### config.mk
export PLATFORM = sky130hd
export DESIGN_NAME = wb_trace_fifo
export DESIGN_NICKNAME = d
export VERILOG_FILES = /design/src/rtl/wb_trace_fifo.sv
export SDC_FILE = /design/constraint.sdc
export NUM_CORES = 2
export LEC_CHECK = 0
export BUFFER_PORTS_ARGS = -buffer_cell sky130_fd_sc_hd__buf_4
export CAP_MARGIN = 30
export CORE_MARGIN = 1.5
export CORE_UTILIZATION = 40
export DETAILED_ROUTE_END_ITERATION = 10
export GPL_ROUTABILITY_DRIVEN = 0
export SYNTH_ARGS = -nofsm -noshare
export SYNTH_HDL_FRONTEND = slang
export SYNTH_SLANG_ARGS = --single-unit
### constraint.sdc
create_clock -name clk -period 9.7 [get_ports clk]
set_input_delay 0.485 -clock clk [delete_from_list [all_inputs] [get_ports clk]]
set_output_delay 0.485 -clock clk [all_outputs]
set_load 0.05 [all_outputs]
### src/rtl/wb_trace_fifo.sv
// wb_trace_fifo: trace buffer for architectural write events (GRF writeback, DM store).
// Events are queued in program order, with the GRF event ahead of the DM event when both occur
// in the same cycle. The buffer never back-pressures the core. Events that do not fit are
// dropped; each drop sets the sticky overflow flag and is tallied in a saturating counter.
// The read side is first-word fall-through with a valid/ready handshake.
module wb_trace_fifo #(
   parameter int DEPTH = 16,
   parameter int AW    = 4
) (
   input  logic          clk,
   input  logic          reset,
   input  logic          grf_we,
   input  logic [31:0]   grf_pc,
   input  logic [4:0]    grf_addr,
   input  logic [31:0]   grf_data,
   input  logic          dm_we,
   input  logic [31:0]   dm_pc,
   input  logic [31:0]   dm_addr,
   input  logic [31:0]   dm_data,
   input  logic          rd_ready,
   output logic          rd_valid,
   output logic          rd_kind,
   output logic [31:0]   rd_pc,
   output logic [31:0]   rd_addr,
   output logic [31:0]   rd_data,
   output logic [AW:0]   count,
   output logic          overflow,
   output logic [15:0]   drop_cnt
);

   localparam logic [AW:0] FULL = (AW+1)'(DEPTH);

   typedef struct packed {
      logic        kind;
      logic [31:0] pc;
      logic [31:0] addr;
      logic [31:0] data;
   } entry_t;

   entry_t mem [0:DEPTH-1];

   logic [AW-1:0] wptr_reg, rptr_reg;
   logic [AW:0]   count_reg;
   logic          overflow_reg;
   logic [15:0]   drop_cnt_reg;

   logic          grf_ev, dm_ev, grf_acc, dm_acc, pop;
   logic [AW:0]   free;
   logic [AW:0]   count_next;
   logic [AW-1:0] wptr_next, rptr_next, dm_wptr;
   logic [1:0]    n_drop;
   logic [16:0]   drop_sum;
   entry_t        grf_entry, dm_entry;

   // Event qualification and admission; space is judged before this cycle's pop,
   // so a slot freed by a pop is never reused in the same cycle.
   always_comb begin
      grf_ev     = grf_we && (grf_addr != 5'd0);
      dm_ev      = dm_we;
      free       = FULL - count_reg;
      grf_acc    = grf_ev && (free != '0);
      dm_acc     = dm_ev && ((free >= (AW+1)'(2)) || ((free == (AW+1)'(1)) && !grf_ev));
      n_drop     = {1'b0, grf_ev && !grf_acc} + {1'b0, dm_ev && !dm_acc};
      pop        = (count_reg != '0) && rd_ready;
      dm_wptr    = wptr_reg + AW'(grf_acc);
      wptr_next  = wptr_reg + AW'(grf_acc) + AW'(dm_acc);
      rptr_next  = rptr_reg + AW'(pop);
      count_next = count_reg + (AW+1)'(grf_acc) + (AW+1)'(dm_acc) - (AW+1)'(pop);
      drop_sum   = {1'b0, drop_cnt_reg} + {15'd0, n_drop};

      grf_entry.kind = 1'b0;
      grf_entry.pc   = grf_pc;
      grf_entry.addr = {27'd0, grf_addr};
      grf_entry.data = grf_data;
      dm_entry.kind  = 1'b1;
      dm_entry.pc    = dm_pc;
      dm_entry.addr  = dm_addr;
      dm_entry.data  = dm_data;
   end

   // Entry storage: GRF lands at wptr, DM lands right behind it when both are accepted.
   always_ff @(posedge clk) begin
      if (grf_acc)
         mem[wptr_reg] <= grf_entry;
      if (dm_acc)
         mem[dm_wptr] <= dm_entry;
   end

   // Pointers, occupancy and drop bookkeeping; full/empty come from count alone.
   always_ff @(posedge clk or posedge reset) begin
      if (reset) begin
         wptr_reg     <= '0;
         rptr_reg     <= '0;
         count_reg    <= '0;
         overflow_reg <= 1'b0;
         drop_cnt_reg <= '0;
      end else begin
         wptr_reg  <= wptr_next;
         rptr_reg  <= rptr_next;
         count_reg <= count_next;
         if (n_drop != 2'd0)
            overflow_reg <= 1'b1;
         drop_cnt_reg <= drop_sum[16] ? 16'hFFFF : drop_sum[15:0];
      end
   end

   // Fall-through read port: the head entry is presented directly from storage.
   always_comb begin
      rd_valid = (count_reg != '0);
      rd_kind  = mem[rptr_reg].kind;
      rd_pc    = mem[rptr_reg].pc;
      rd_addr  = mem[rptr_reg].addr;
      rd_data  = mem[rptr_reg].data;
      count    = count_reg;
      overflow = overflow_reg;
      drop_cnt = drop_cnt_reg;
   end

endmodule

==> flow_summary.ini <==
[timing]
post_route_setup_tns_ps = 0
layout_min_cycle_time_ps = 6190
worst_pin_slew_ps = 1110
min_period_over_period = 0.639
hold-worst-slack_ps = 70.7
fmax_mhz = 161
timing.final.hold_violations = 0
timing_max_transition_violations_final = 0
skew_ps = 51.5
timing.max_slew.rel_slack = 0.261
finalWorstSetupSlack_ps = 3510
rsz0062_at_grt = no
final-setup-viol-count = 0

[place]
detailed_place.area_sq_um = 90200
place.detailed.hpwl_microns = 146000
post-place-cells = 8277
dp_slack_ps = 3550
io_buffers = 289

[synth]
post_synth_mux_area_share = 0.290
synth_top_flop_cell = edfxtp_1
async_flop_share = 0.0190
ys_top_cells_by_area = edfxtp_1 54%, mux4_2 13%, mux2_2 9.0%
synth_seq_cells = 1582
synth_area_sq_um = 85900
synth-xor-area-share = 0.00246
synth_simple_gate_area_frac = 0.110
synth.lib_cells_used.distinct = 46
syn-num-nets = 5932
synth_top_area_share = 0.537
synth_cells = 5738
synthesis.area_per_instance_sq_um = 15.0
synth_edf_count = 1536
netlist.top_cell.by_area = edfxtp_1
post_synthesis_compound_gate_area_fraction = 0.00649
post_synth_fa_ha_maj_area_fraction = 0.00376
synthesis.yosys.warnings = 0
synth_top_family_by_area = multiplexers
seq_area_frac_synth = 0.549

[clocking]
postCtsResizedCells = 0
cts_root_buffer = clkbuf_16
clock-sinks = 1582
worstSkewPairLatency_ps = 850
cts_max_path_buffers = 3
clk_pin_slew_ps = 60
tritoncts.num_buffers = 176
htree_levels = 4
cts.repair_timing.setup_buffer_count = 0
tritoncts_clock_tree = yes

[floorplanning]
dieArea_sq_um = 218000
placement_rows = 169
core_region_area_sq_um = 213000
die_w_microns = 466
die_h_microns = 466
floorplan.io_pins = 290
start_util = 0.404

[worst_setup_path]
cp.arrival_ps = 6660
critPathRequiredTime_ps = 10160
worst_r2r_path_depth = 18
path_cells = inv_1 -> ha_1 -> and2_1 -> ha_1 -> and3_1 -> nand2_1 -> nand2b_1 -> inv_1 -> ha_1 -> ha_1 -> and2_2 -> buf_4 -> nand2_1 -> nor2_1 -> o21ai_4 -> buf_4 -> nand2_4 -> buf_12
critPathCaptureType = flip-flop
worstPathMaxFanout = 59
critical_path.slowest_cell = nand2_4
worst_path_most_repeated_cell = ha_1
setup.worst_path.start_class = flip-flop
max_stage_delay_ps = 780
setup.worst_path.class = flip-flop to flip-flop

[cells_and_area]
syn_to_final_growth_pct = 11.3
mostFrequentLayoutCells = 1536 x edfxtp_1, 1110 x and3_1, 688 x mux2_2
largest_reg_flops = 1552
register_area_sq_um = 47200
drive_above_1_share = 0.396
design_area_sq_um = 95600
utilization = 0.450
mostFrequentLayoutCell = edfxtp_1
multiInputGateArea_sq_um = 35800
fin_cells = 8611
fin_nets = 5830
final.fill_count = 18790

[grt]
grt_antenna_before_repair = 24
grt_max_degree = 145
grt_remaining_overflow = 0
grt_first_pass_wirelength_microns = 395000
number_of_global_route_vias_before_repair = 54105
groute.usage.overall = 0.248

[min_path]
hold_depth = 3
class_of_the_worst_hold_path = primary input to flip-flop

[routing]
detail_route.drc_violations = 0
drtAntennaViolNets = 0
drt-wirelength-per-cell_microns = 31.9
routed_wirelength_microns = 274000
detailedRoute.firstPassIterationCount = 5
first_iter_violations = 5897
avgViaCountPerCell = 6.19
routed-via-count = 53268

[power_and_ir_drop]
combPwrFrac = 0.457
power_consumption_mw = 30.7
sw_frac_of_total = 0.409
cellInternalPower_mw = 18.2
peakVddDrop_v = 0.000327
share_clk_of_total_power = 0.210
leakagePower_nw = 37.8
switching_power_mw = 12.6
p_per_area_nw_per_um2 = 321
share_of_total_power_in_sequential_cells = 0.333

[outcome]
status = finished, final reports clean

[flow_run]
drv.max_cap_violation_count = 0
-- cells in the mapped netlist, types with 2 or more instances --
cell type,count
and2_1,4
o21ai_1,4
nand4_1,2
a21oi_1,5
nor2_1,447
buf_2,210
mux2_4,408
mux4_2,485
a2111oi_4,4
a21o_1,2
nand2_1,162
inv_1,22
edfxtp_1,1536
xor2_1,10
nand2b_1,4
a21bo_2,17
nand3_1,10
nor2b_1,9
mux2_2,688
xnor2_1,11
a31oi_1,3
nor3_1,2
a211o_1,16
clkbuf_1,415
and3_1,1110
mux2_1,8
ha_1,21
o21ai_0,2
dfrtp_1,30
buf_1,9
fa_1,3
buf_6,50
dfxtp_1,16
-- worst paths after layout --
kind	from	endpoint	slack, ps
worst min-delay path	dm_addr[7]	mem[15][39]	70
worst min register to register	mem[5][96]	mem[5][96]	460
worst max-delay path	count[0]	mem[7][68]	3510
max in group asynchronous	reset	rptr_reg[1]	9020
min in group asynchronous	reset	drop_cnt[12]	310
worst max register to register	count[0]	mem[7][68]	3510
-- worst max-delay path: cells and delay by family, from the launching register on --
family	cells	cell delay [ps]
AO/OA/AOI/OAI	1	80
buffers and inverters	5	1590
AND/OR/NAND/NOR	8	2320
flip-flops	1	430
adder cells (fa/ha/maj)	4	1240
-- layout make-up --
class / count / area share
flip-flops and latches: 1582 / 0.494
multi-input cells: 3449 / 0.374
clock buffers: 234 / 0.0485
repair buffers: 404 / 0.0375
well taps: 2821 / 0.0369
clock inverters: 88 / 0.00789
inverters: 23 / 0.000903
diodes: 10 / 0.000262
-- logic make-up (layout without fill, tap and decap cells) --
logic type                 Yosys count  after routing
muxes                             1589           1589
other                                0             10
and+or+nand+nor                   1755           1755
xor gates and xnor gates            22             22
adders and majority gates           24             24
buffers and inverters              707            749
AOI/OAI and AO/OA                   59             59
DFF                               1582           1582
-- metal layers --
layer	vias to the layer above	GRT usage	routed length [microns]
met1	28359	0.335	112000
met2	2442	0.405	131000
met3	462	0.0447	21900
li1	21981	-	-
met4	24	0.0839	8840
met5	-	0	161
-- power groups by stage --
stage / Sequential (mW) / Clock [mW] / Combinational [mW]
after floorplan: 10.2 / 0 / 9.19
after global placement: 10.3 / 0 / 13.9
after detailed placement: 10.4 / 0 / 14.0
after CTS: 10.3 / 6.51 / 14.1
after global routing: 10.4 / 6.77 / 14.6
final: 10.2 / 6.45 / 14.0
-- timing repair --
action,CTS,global route
setup endpoints to repair,0,0
hold buffers,1,0
hold endpoints to repair,30,0
Note: power is estimated with default switching activity, not from simulation.
